[src/rtl/regfile_wr_if.sv]
// Two-requester register-file write bus: requester A/B handshakes, hold, and the
// arbitrated write port with its pointer/mux status.
interface regfile_wr_if #(
  parameter int ADDR_W = 5,
  parameter int DATA_W = 32
);
  logic              req_a;
  logic [ADDR_W-1:0] addr_a;
  logic [DATA_W-1:0] data_a;
  logic              ack_a;
  logic              req_b;
  logic [ADDR_W-1:0] addr_b;
  logic [DATA_W-1:0] data_b;
  logic              ack_b;
  logic              hold;
  logic              mux_sel;
  logic              wr_en;
  logic [ADDR_W-1:0] wr_addr;
  logic [DATA_W-1:0] wr_data;
  logic              last_a;

  modport master (
    output req_a, addr_a, data_a, req_b, addr_b, data_b, hold,
    input  ack_a, ack_b, mux_sel, wr_en, wr_addr, wr_data, last_a
  );

  modport slave (
    input  req_a, addr_a, data_a, req_b, addr_b, data_b, hold,
    output ack_a, ack_b, mux_sel, wr_en, wr_addr, wr_data, last_a
  );
endinterface

[src/rtl/regfile_wr_arbiter.sv]
// Round-robin arbiter between two register-file writers; all outputs registered,
// one grant per edge, writes to register 0 acknowledged but suppressed.
module regfile_wr_arbiter #(
  parameter int ADDR_W = 5,
  parameter int DATA_W = 32
) (
  input  logic         clk,
  input  logic         rst_n,
  regfile_wr_if.slave  bus
);

  typedef enum logic {LAST_B = 1'b0, LAST_A = 1'b1} ptr_e;

  ptr_e              state_q, state_d;
  logic              ack_a_q, ack_a_d;
  logic              ack_b_q, ack_b_d;
  logic              wr_en_q, wr_en_d;
  logic              mux_sel_q, mux_sel_d;
  logic [ADDR_W-1:0] wr_addr_q, wr_addr_d;
  logic [DATA_W-1:0] wr_data_q, wr_data_d;
  logic              elig_a, elig_b;
  logic              grant_a, grant_b;

  // A request still being acknowledged is not eligible, so it cannot win twice.
  assign elig_a = bus.req_a & ~ack_a_q;
  assign elig_b = bus.req_b & ~ack_b_q;

  always_ff @(posedge clk or negedge rst_n) begin
    if (!rst_n) state_q <= LAST_B;
    else        state_q <= state_d;
  end

  always_comb begin
    grant_a = 1'b0;
    grant_b = 1'b0;
    state_d = state_q;
    if (!bus.hold) begin
      if (elig_a && (!elig_b || state_q == LAST_B)) grant_a = 1'b1;
      else if (elig_b)                              grant_b = 1'b1;
    end
    if (grant_a)      state_d = LAST_A;
    else if (grant_b) state_d = LAST_B;
  end

  always_comb begin
    ack_a_d   = grant_a;
    ack_b_d   = grant_b;
    wr_en_d   = 1'b0;
    mux_sel_d = mux_sel_q;
    wr_addr_d = wr_addr_q;
    wr_data_d = wr_data_q;
    if (grant_a) begin
      mux_sel_d = 1'b1;
      wr_addr_d = bus.addr_a;
      wr_data_d = bus.data_a;
      wr_en_d   = (bus.addr_a != '0);
    end else if (grant_b) begin
      mux_sel_d = 1'b0;
      wr_addr_d = bus.addr_b;
      wr_data_d = bus.data_b;
      wr_en_d   = (bus.addr_b != '0);
    end
  end

  always_ff @(posedge clk or negedge rst_n) begin
    if (!rst_n) begin
      ack_a_q   <= 1'b0;
      ack_b_q   <= 1'b0;
      wr_en_q   <= 1'b0;
      mux_sel_q <= 1'b0;
      wr_addr_q <= '0;
      wr_data_q <= '0;
    end else begin
      ack_a_q   <= ack_a_d;
      ack_b_q   <= ack_b_d;
      wr_en_q   <= wr_en_d;
      mux_sel_q <= mux_sel_d;
      wr_addr_q <= wr_addr_d;
      wr_data_q <= wr_data_d;
    end
  end

  assign bus.ack_a   = ack_a_q;
  assign bus.ack_b   = ack_b_q;
  assign bus.wr_en   = wr_en_q;
  assign bus.mux_sel = mux_sel_q;
  assign bus.wr_addr = wr_addr_q;
  assign bus.wr_data = wr_data_q;
  assign bus.last_a  = (state_q == LAST_A);

endmodule
[src/flat_wrapper.sv]
// flat-port wrapper written by rule: the top's interface ports become plain ports
module regfile_wr_arbiter_flat 
#(
  parameter int ADDR_W = 5,
  parameter int DATA_W = 32
)
  (clk, rst_n, bus_req_a, bus_addr_a, bus_data_a, bus_req_b, bus_addr_b, bus_data_b, bus_hold, bus_ack_a, bus_ack_b, bus_mux_sel, bus_wr_en, bus_wr_addr, bus_wr_data, bus_last_a);
  regfile_wr_if #(.ADDR_W(ADDR_W), .DATA_W(DATA_W)) bus_i ();
  input  logic clk;
  input  logic rst_n;
  input wire logic [$bits(bus_i.req_a)-1:0] bus_req_a;
  input wire logic [$bits(bus_i.addr_a)-1:0] bus_addr_a;
  input wire logic [$bits(bus_i.data_a)-1:0] bus_data_a;
  input wire logic [$bits(bus_i.req_b)-1:0] bus_req_b;
  input wire logic [$bits(bus_i.addr_b)-1:0] bus_addr_b;
  input wire logic [$bits(bus_i.data_b)-1:0] bus_data_b;
  input wire logic [$bits(bus_i.hold)-1:0] bus_hold;
  output wire logic [$bits(bus_i.ack_a)-1:0] bus_ack_a;
  output wire logic [$bits(bus_i.ack_b)-1:0] bus_ack_b;
  output wire logic [$bits(bus_i.mux_sel)-1:0] bus_mux_sel;
  output wire logic [$bits(bus_i.wr_en)-1:0] bus_wr_en;
  output wire logic [$bits(bus_i.wr_addr)-1:0] bus_wr_addr;
  output wire logic [$bits(bus_i.wr_data)-1:0] bus_wr_data;
  output wire logic [$bits(bus_i.last_a)-1:0] bus_last_a;
  assign bus_i.req_a = bus_req_a;
  assign bus_i.addr_a = bus_addr_a;
  assign bus_i.data_a = bus_data_a;
  assign bus_i.req_b = bus_req_b;
  assign bus_i.addr_b = bus_addr_b;
  assign bus_i.data_b = bus_data_b;
  assign bus_i.hold = bus_hold;
  assign bus_ack_a = bus_i.ack_a;
  assign bus_ack_b = bus_i.ack_b;
  assign bus_mux_sel = bus_i.mux_sel;
  assign bus_wr_en = bus_i.wr_en;
  assign bus_wr_addr = bus_i.wr_addr;
  assign bus_wr_data = bus_i.wr_data;
  assign bus_last_a = bus_i.last_a;
  regfile_wr_arbiter #(.ADDR_W(ADDR_W), .DATA_W(DATA_W)) u_core (.clk(clk), .rst_n(rst_n), .bus(bus_i));
endmodule
[config.mk]
export PLATFORM = sky130hd
export DESIGN_NAME = regfile_wr_arbiter_flat
export DESIGN_NICKNAME = d
export VERILOG_FILES = /design/src/rtl/regfile_wr_if.sv /design/src/rtl/regfile_wr_arbiter.sv /design/src/flat_wrapper.sv
export SDC_FILE = /design/constraint.sdc
export NUM_CORES = 1
export LEC_CHECK = 0
export CORE_ASPECT_RATIO = 1.75
export CORE_MARGIN = 4
export CORE_UTILIZATION = 25
export DETAILED_ROUTE_END_ITERATION = 8
export GPL_ROUTABILITY_DRIVEN = 0
export SETUP_SLACK_MARGIN = 0.15
export SYNTH_ARGS = -nofsm -noshare
export SYNTH_HDL_FRONTEND = slang
export SYNTH_SLANG_ARGS = --single-unit
[constraint.sdc]
create_clock -name clk -period 1.8 [get_ports clk]
set_input_delay 0.36 -clock clk [delete_from_list [all_inputs] [get_ports clk]]
set_output_delay 0.36 -clock clk [all_outputs]
set_load 0.05 [all_outputs]
* Yosys cells after proc, flatten, opt, wreduce, memory -nomap -nowiden
Cells that the tools add are included.
** Word-level totals
- Register bits :: 41
- Input bits :: 79
- Logic and storage cells :: 30
** Cells by class
- Multiplexer cells :: 13
- Bitwise operators :: 5
- Reductions and logical operators :: 6
** Operator list (count)
- $mux 32 :: 2
- $mux 5 :: 2
- $reduce_bool 5->1 :: 2
- $mux 1 :: 9
- $not 1->1 :: 3
- $and 1x1->1 :: 2
- $reduce_bool 2->1 :: 1
- $logic_and 1x1->1 :: 1
- $logic_not 1->1 :: 1
- $logic_or 1x1->1 :: 1

* Longest topological paths before layout
Gate-level depths: netlist of run 1.
- Depth after elaboration :: 9
- Depth in mapped cells :: 5
- Depth with buffers taken out :: 3

* Worst setup path before layout of run 1
OpenSTA, ideal clock, no wires.
- Path kind :: flip-flop to flip-flop
- Start :: reg u_core.ack_b_q (netlist: u_core.bus.ack_b)
- End :: reg u_core.wr_addr_q[4] (netlist: u_core.bus.wr_addr[4])
- Setup time :: 0.128 ns
- Data arrival time :: 1.725 ns
- Required time :: 1.672 ns
- Slack :: -0.053 ns
- Cell stages (with the launch flop) :: 5
- Buffers on the path :: 1
- Cells stage by stage :: dfrtp_1 > nor3b_2 > buf_2 > mux2_2 > mux2_1
** On the way
- Cells in the longest elaborated chain, start to end :: 8
- Elaborated cells on any way between the ends :: 12
** RTL lines
- start, declared :: RTL line regfile_wr_arbiter.sv:16 : logic ack_b_q, ack_b_d;
- start signal, assigned :: RTL line regfile_wr_arbiter.sv:75 : ack_b_q <= ack_b_d;
- $not 1->1 (*) :: RTL line regfile_wr_arbiter.sv:26 : assign elig_b = bus.req_b & ~ack_b_q;
- $and 1x1->1 (*) :: RTL line regfile_wr_arbiter.sv:26
- $logic_not 1->1 :: RTL line regfile_wr_arbiter.sv:38 : if (elig_a && (!elig_b || state_q == LAST_B)) grant_a = 1'b1;
- $logic_or 1x1->1 :: RTL line regfile_wr_arbiter.sv:38
- $logic_and 1x1->1 :: RTL line regfile_wr_arbiter.sv:38
- $mux 1 :: RTL line regfile_wr_arbiter.sv:38
- $mux 1 :: RTL line regfile_wr_arbiter.sv:37 : if (!bus.hold) begin
- $mux 5 / $reduce_bool 2->1 (equally long branches)
- end signal, assigned :: RTL line regfile_wr_arbiter.sv:78 : wr_addr_q <= wr_addr_d;
- end, declared :: RTL line regfile_wr_arbiter.sv:19 : logic [ADDR_W-1:0] wr_addr_q, wr_addr_d;
Mark *: on every way between the ends. The rest lies on a longest branch, timed or not.
A chain may end at the register's enable or synchronous reset.

* Final worst setup path of run 1
Ends and elaborated chain as after synthesis.

==> flow_summary.toml, run 1 <==
[run_status]
outcome = "completed"

[job]
drv.max_cap_violation_count = 0

[critical_path]
cp_slowest_cell = "dfrtp_2"
crit_family = "multiplexers"
cp_slowest_stage_delay_ns = 0.42
reg2reg_depth = 6
timing.rr.start = "u_core.bus.ack_b$_DFF_PN0_"
crit_cells = 6
cp-end-kind = "flip-flop"
cp_cell_sequence = "nor3b_4 -> buf_6 -> buf_12 -> buf_16 -> mux2_4 -> mux2_4"
cp.required_ns = 1.96
cpMostUsedCell = "mux2_4"
critPathKind = "flip-flop to flip-flop"
cp_max_fo = 5
path_buf_inv = 3
critPathLaunchType = "flip-flop"
reg2reg_slack_ns = 0.07
cp.arrival_ns = 1.90
r2r_end = "u_core.bus.wr_addr[4]$_DFFE_PN0P_"

[cells_and_area]
drive_gt1_share_pct = 52.4
n_antenna_cell = 0
instances_no_fill = 365
layout_common_cells = "clkdlybuf4s50_1, mux2_4, buf_4"
area_growth_pct = 88.5
fin_nets = 353
final_common_cell = "clkdlybuf4s50_1"

[global_routing]
antenna_found_initial = 0
grt_pass1_wl_um = 9980
grt-ovfl-total = 0
grt_pass1_vias = 1847
grt_max_degree = 42
grt_usage_pct = 13.3

[timing]
hold_viol = 0
fmax_mhz = 577
fin_crit_sh_pct = 96.3
rsz0062_at_grt = "true"
slew_violations = 0
relSlewSlack_pct = 62.8
tightest_slew_ns = 0.557
finClkSkew_ns = 0.00468
finalCriticalPeriod_ns = 1.73
whs_ns = 0.156
setup_viol = 0

[cts]
cts_hold_buffers = 0
tritoncts = "done"
htree_levels = 2
ctsLongestPathBuffers = 2
cts_inserted_buffers = 5
clk_pin_slew_ns = 0.06
clock_latency_ns = 0.28
root_buffer = "clkbuf_16"
clkSinkCount = 41

[yosys]
synth.net_count = 217
synth_area_per_cell_sq_um = 15.0
synth_seq_area_share_pct = 49.7
yosys.cell_types.count = 18
yosys_warnings = 0
yosys_register_bits = 41
syn_inst = 138
netlist_area_sq_um = 2060

[floorplan]
rows = 43
start_util_pct = 25.8
dieArea_sq_um = 9830
io-pin-count = 121
core_area_sq_um = 8020
die_w_um = 76.7
fp.dieH_um = 128

[pwr]
p_per_area_nw_per_um2 = 1070
leakagePower_nw = 1.86
power_w = 0.00417
peakVddDrop_uv = 597

[placement]
placed_cells = 345
dpl.hpwl_um = 4250
port_buffers = 120

[drt]
vias = 1656
wirelength_um = 6800
firstDrtPassIters = 2
wire_per_inst_um = 18.6
ant_nets = 0
viasPerCell = 4.54
drc = 0
dr.first_iter.drc_count = 40

[min_path]
hold_path.class = "input pin to async pin"
## metal layers
metal | up-vias | wire length (um) | global-route usage [%]
li1 | 772 | - | -
met1 | 814 | 2550 | 13.8
met2 | 61 | 3820 | 25.8
met3 | 9 | 291 | 2.46
met4 | 0 | 139 | 5.44
met5 | - | 0 | 0
## worst max path at each step
stage,from,end
after global routing,u_core.bus.ack_b$_DFF_PN0_,u_core.bus.wr_addr[4]$_DFFE_PN0P_
final,u_core.bus.ack_b$_DFF_PN0_,u_core.bus.wr_addr[4]$_DFFE_PN0P_
after floorplan,u_core.bus.ack_b$_DFF_PN0_,u_core.bus.wr_data[5]$_DFFE_PN0P_
after CTS,u_core.bus.ack_b$_DFF_PN0_,u_core.bus.wr_data[31]$_DFFE_PN0P_
after detailed placement,bus_hold,u_core.bus.wr_data[2]$_DFFE_PN0P_
after global placement,bus_hold,u_core.bus.wr_data[0]$_DFFE_PN0P_
## report_power, final
| part | total [W] | switching, W | leakage [nW] | internal [W] |
|---|---|---|---|---|
| Combinational | 0.00207 | 0.00108 | 1.32 | 0.000996 |
| Clock | 0.000865 | 0.000349 | 0.0652 | 0.000516 |
| Sequential | 0.00124 | 0.000116 | 0.481 | 0.00112 |
## state kept, by name (all words and copies together) (netlist names)
signal              cells
u_core.bus.ack_b        1
u_core.bus.wr_en        1
u_core.bus.wr_addr      5
u_core.bus.mux_sel      1
u_core.bus.ack_a        1
u_core.bus.wr_data     32
## worst reg2reg max path, cell delays in order (launching register included)
cell     delay, ns
dfrtp_2       0.42
nor3b_4       0.22
buf_6         0.17
buf_12        0.12
buf_16        0.12
mux2_4        0.30
mux2_4        0.26
## cells in the mapped netlist
cell	number	share of area [%]
o2bb2ai_1	1	0.42
a311o_1	1	0.48
nor2_1	2	0.36
buf_4	1	0.36
o21ai_0	1	0.24
buf_2	6	1.5
mux2_2	16	8.7
nand2_1	1	0.18
mux2_1	42	23
inv_1	3	0.55
or4_1	1	0.36
nor3b_2	1	0.61
mux2_4	16	12
o21a_1	1	0.36
nand2b_1	1	0.30
buf_6	2	1.1
dfrtp_1	41	50
nor3_1	1	0.24
## metrics by stage
stage	setup TNS (ns)	util (%)	instance area [sq um]	setup slack, ns
floorplan	0	-	2080	0.0695
global placement	-11.64	41.2	3300	-0.344
detailed placement	-12.14	41.2	3300	-0.364
CTS	0	47.0	3770	0.0698
global route	0	48.6	3890	0.0113
finish	0	48.6	3890	0.0669
## area by class of cell
| type | count | area (sq um) |
|---|---|---|
| well taps | 90 | 113 |
| flip-flops and latches | 41 | 1030 |
| fillers | 732 | 4120 |
| multi-input cells | 85 | 1190 |
| clock buffers | 8 | 136 |
| inverters | 3 | 11.3 |
| repair buffers | 138 | 1410 |
## logic make-up (layout without fill, tap and decap cells)
group / after synthesis / in the layout / share of synthesized area [%]
AOI/OAI and AO/OA: 4 / 4 / 1.52
buffers and inverters: 12 / 149 / 3.45
DFF: 41 / 41 / 49.7
muxes: 74 / 74 / 43.3
and+or+nand+nor: 7 / 7 / 2.06
## what timing repair did
action / in CTS / in global routing
cloned: 5 / 1
gates resized for setup: 43 / 24
pin swaps: 1 / 1
setup buffers: 5 / 1
endpoints found under the setup margin: 37 / 37
No activity file was read; power rests on OpenSTA's default activity.
==> inputs of run 2 (changes only) <==
--- a/config.mk
+++ b/config.mk
@@ -9,7 +9,6 @@
 export CORE_MARGIN = 4
 export CORE_UTILIZATION = 25
 export DETAILED_ROUTE_END_ITERATION = 8
-export GPL_ROUTABILITY_DRIVEN = 0
 export SETUP_SLACK_MARGIN = 0.15
 export SYNTH_ARGS = -nofsm -noshare
 export SYNTH_HDL_FRONTEND = slang
==> results of run 2 <==
Same layout as run 1: the final DEF is identical, and so are final timing and power.
==> inputs of run 3 (changes only) <==
--- a/config.mk
+++ b/config.mk
@@ -9,6 +9,7 @@
 export CORE_MARGIN = 4
 export CORE_UTILIZATION = 25
 export DETAILED_ROUTE_END_ITERATION = 8
+export DONT_BUFFER_PORTS = 1
 export SETUP_SLACK_MARGIN = 0.15
 export SYNTH_ARGS = -nofsm -noshare
 export SYNTH_HDL_FRONTEND = slang
==> run 3 against run 2 <==
  * Clock skew increased by 0.0032 ns
  * Clock power up 4.4%
  * Count of clock-buffer cells in the layout unchanged
  * Sequential power barely moved
  * Maximum frequency increased by 3.3%
  * Cell count down 24%
  * Worst setup slack better by 0.056 ns
  * Critical path type unchanged
  * Largest power group unchanged
==> flow_summary.toml, run 3 (synthesis results as in run 1) <==
[floorplan]
io-pin-count = 121
die_w_um = 76.7
fp.dieH_um = 128
start_util_pct = 25.8
rows = 43
core_area_sq_um = 8020
dieArea_sq_um = 9830

[drt]
wire_per_inst_um = 21.3
drc = 0
vias = 1319
ant_nets = 0
dr.first_iter.drc_count = 27
viasPerCell = 4.74
wirelength_um = 5920
firstDrtPassIters = 3

[cts]
htree_levels = 2
root_buffer = "clkbuf_16"
tritoncts = "done"
clock_latency_ns = 0.28
clk_pin_slew_ns = 0.06
ctsLongestPathBuffers = 2
clkSinkCount = 41
cts_inserted_buffers = 5

[global_routing]
grt-ovfl-total = 0
grt_max_degree = 42
antenna_found_initial = 0
grt_pass1_wl_um = 7710
grt_pass1_vias = 1499
grt_usage_pct = 10.2

[critical_path]
timing.rr.start = "u_core.bus.ack_b$_DFF_PN0_"
cp_cell_sequence = "nor3b_4 -> buf_12 -> clkbuf_16 -> mux2_4 -> mux2_4"
reg2reg_slack_ns = 0.12
cpMostUsedCell = "mux2_4"
cp-end-kind = "flip-flop"
cp_slowest_cell = "dfrtp_2"
critPathLaunchType = "flip-flop"
cp.required_ns = 1.96
cp_slowest_stage_delay_ns = 0.43
reg2reg_depth = 5
critPathKind = "flip-flop to flip-flop"
cp_max_fo = 8
r2r_end = "u_core.bus.wr_data[22]$_DFFE_PN0P_"
cp.arrival_ns = 1.84

[timing]
fmax_mhz = 596
finalSetupTns_ns = 0
slew_violations = 0
fin_crit_sh_pct = 93.2
setup_viol = 0
finClkSkew_ns = 0.00791
relSlewSlack_pct = 66.8
finalCriticalPeriod_ns = 1.68
hold_viol = 0
rsz0062_at_grt = "true"
tightest_slew_ns = 0.499

[min_path]
hold_path.class = "input pin to flip-flop"
holdPathStages = 1
hp-start = "bus_data_a[10]"
holdPathEnd = "u_core.bus.wr_data[10]$_DFFE_PN0P_"

[cells_and_area]
final_common_cell = "mux2_4"
area_growth_pct = 45.5
largest_reg_flops = 32
n_antenna_cell = 0
multi_input_area_sq_um = 1190
layout_common_cells = "mux2_4, buf_4, dfrtp_1"
fin_nets = 266
nFillCells = 751
seqCellArea_sq_um = 1030
drive_gt1_share_pct = 71.3

[placement]
routabilityCongestion = 0.695
dpl.hpwl_um = 3920
port_buffers = 0

[pwr]
peakVddDrop_uv = 728
power_w = 0.00398
leakagePower_nw = 1.49
p_per_area_nw_per_um2 = 1320

[run_status]
outcome = "completed"

[job]
drv.max_cap_violation_count = 0
## run 3: cell types whose count changed in the layout (fill, tap and decap cells not counted), sizes merged
| cell | previous run | this run |
|---|---|---|
| dlygate4sd3 | 0 | 1 |
| dlygate4sd2 | 2 | 0 |
| buf | 60 | 47 |
| clkdlybuf4s50 | 75 | 0 |
| clkbuf | 9 | 11 |
## run 3: per-layer routing
layer	track usage, %	wire [um]	part of all wire (%)	up-vias
li1	-	-	-	589
met1	9.90	2140	36	666
met2	19.5	3370	57	58
met3	2.46	308	5.2	6
met4	5.55	109	1.8	0
met5	0	0	0	-
## run 3: worst max-delay path by stage
stage | start | end | slack (ns) | depth (start not counted)
after detailed placement | u_core.bus.ack_b$_DFF_PN0_ | u_core.bus.wr_data[28]$_DFFE_PN0P_ | 0.10 | 4
final | u_core.bus.ack_b$_DFF_PN0_ | u_core.bus.wr_data[22]$_DFFE_PN0P_ | 0.12 | 5
after global placement | u_core.bus.ack_b$_DFF_PN0_ | u_core.bus.wr_data[29]$_DFFE_PN0P_ | 0.14 | 4
after floorplan | u_core.bus.ack_b$_DFF_PN0_ | u_core.bus.wr_data[5]$_DFFE_PN0P_ | 0.07 | 5
after global routing | u_core.bus.ack_b$_DFF_PN0_ | u_core.bus.wr_data[16]$_DFFE_PN0P_ | 0.08 | 5
after CTS | u_core.bus.ack_b$_DFF_PN0_ | u_core.bus.wr_data[27]$_DFFE_PN0P_ | 0.12 | 4
## run 3: final cells by class
| type | instances | share of cell area, % |
|---|---|---|
| tap | 90 | 3.75 |
| inverter | 3 | 0.375 |
| clock buffer | 8 | 4.87 |
| sequential | 41 | 34.3 |
| timing repair buffer | 51 | 17.0 |
| multi-input combinational | 85 | 39.7 |
## run 3: critical path, delay by kind of cell (launching register included)
| kind | cells | cell delay, ns |
|---|---|---|
| AND/OR/NAND/NOR | 1 | 0.23 |
| multiplexers | 2 | 0.56 |
| flip-flops | 1 | 0.43 |
| buffers and inverters | 2 | 0.34 |
## run 3: what timing repair did
action	CTS	global route
hold buffers	2	0
gates resized for setup	2	66
endpoints found under the setup margin	20	34
pin swaps	0	1
buffers inserted	0	2
gates cloned	0	3
hold endpoints to repair	41	0
## run 3: per-stage QoR
stage	std cells	area (sq um)	setup WS, ns	hold WS [ns]	util [%]
after CTS	273	2650	0.115	0.201	33.0
after detailed placement	263	2460	0.101	0.0654	30.7
final	278	3000	0.122	0.220	37.5
after global routing	278	3000	0.0839	0.205	37.5
after global placement	263	2460	0.142	0.0656	30.7
after floorplan	138	2080	0.0695	0.0644	-
## run 3: power breakdown
group	leakage, nW	switching, W	internal, W
logic	0.940	0.00100	0.000807
registers	0.481	0.000143	0.00112
clock network	0.0712	0.000349	0.000553
total	1.49	0.00150	0.00248
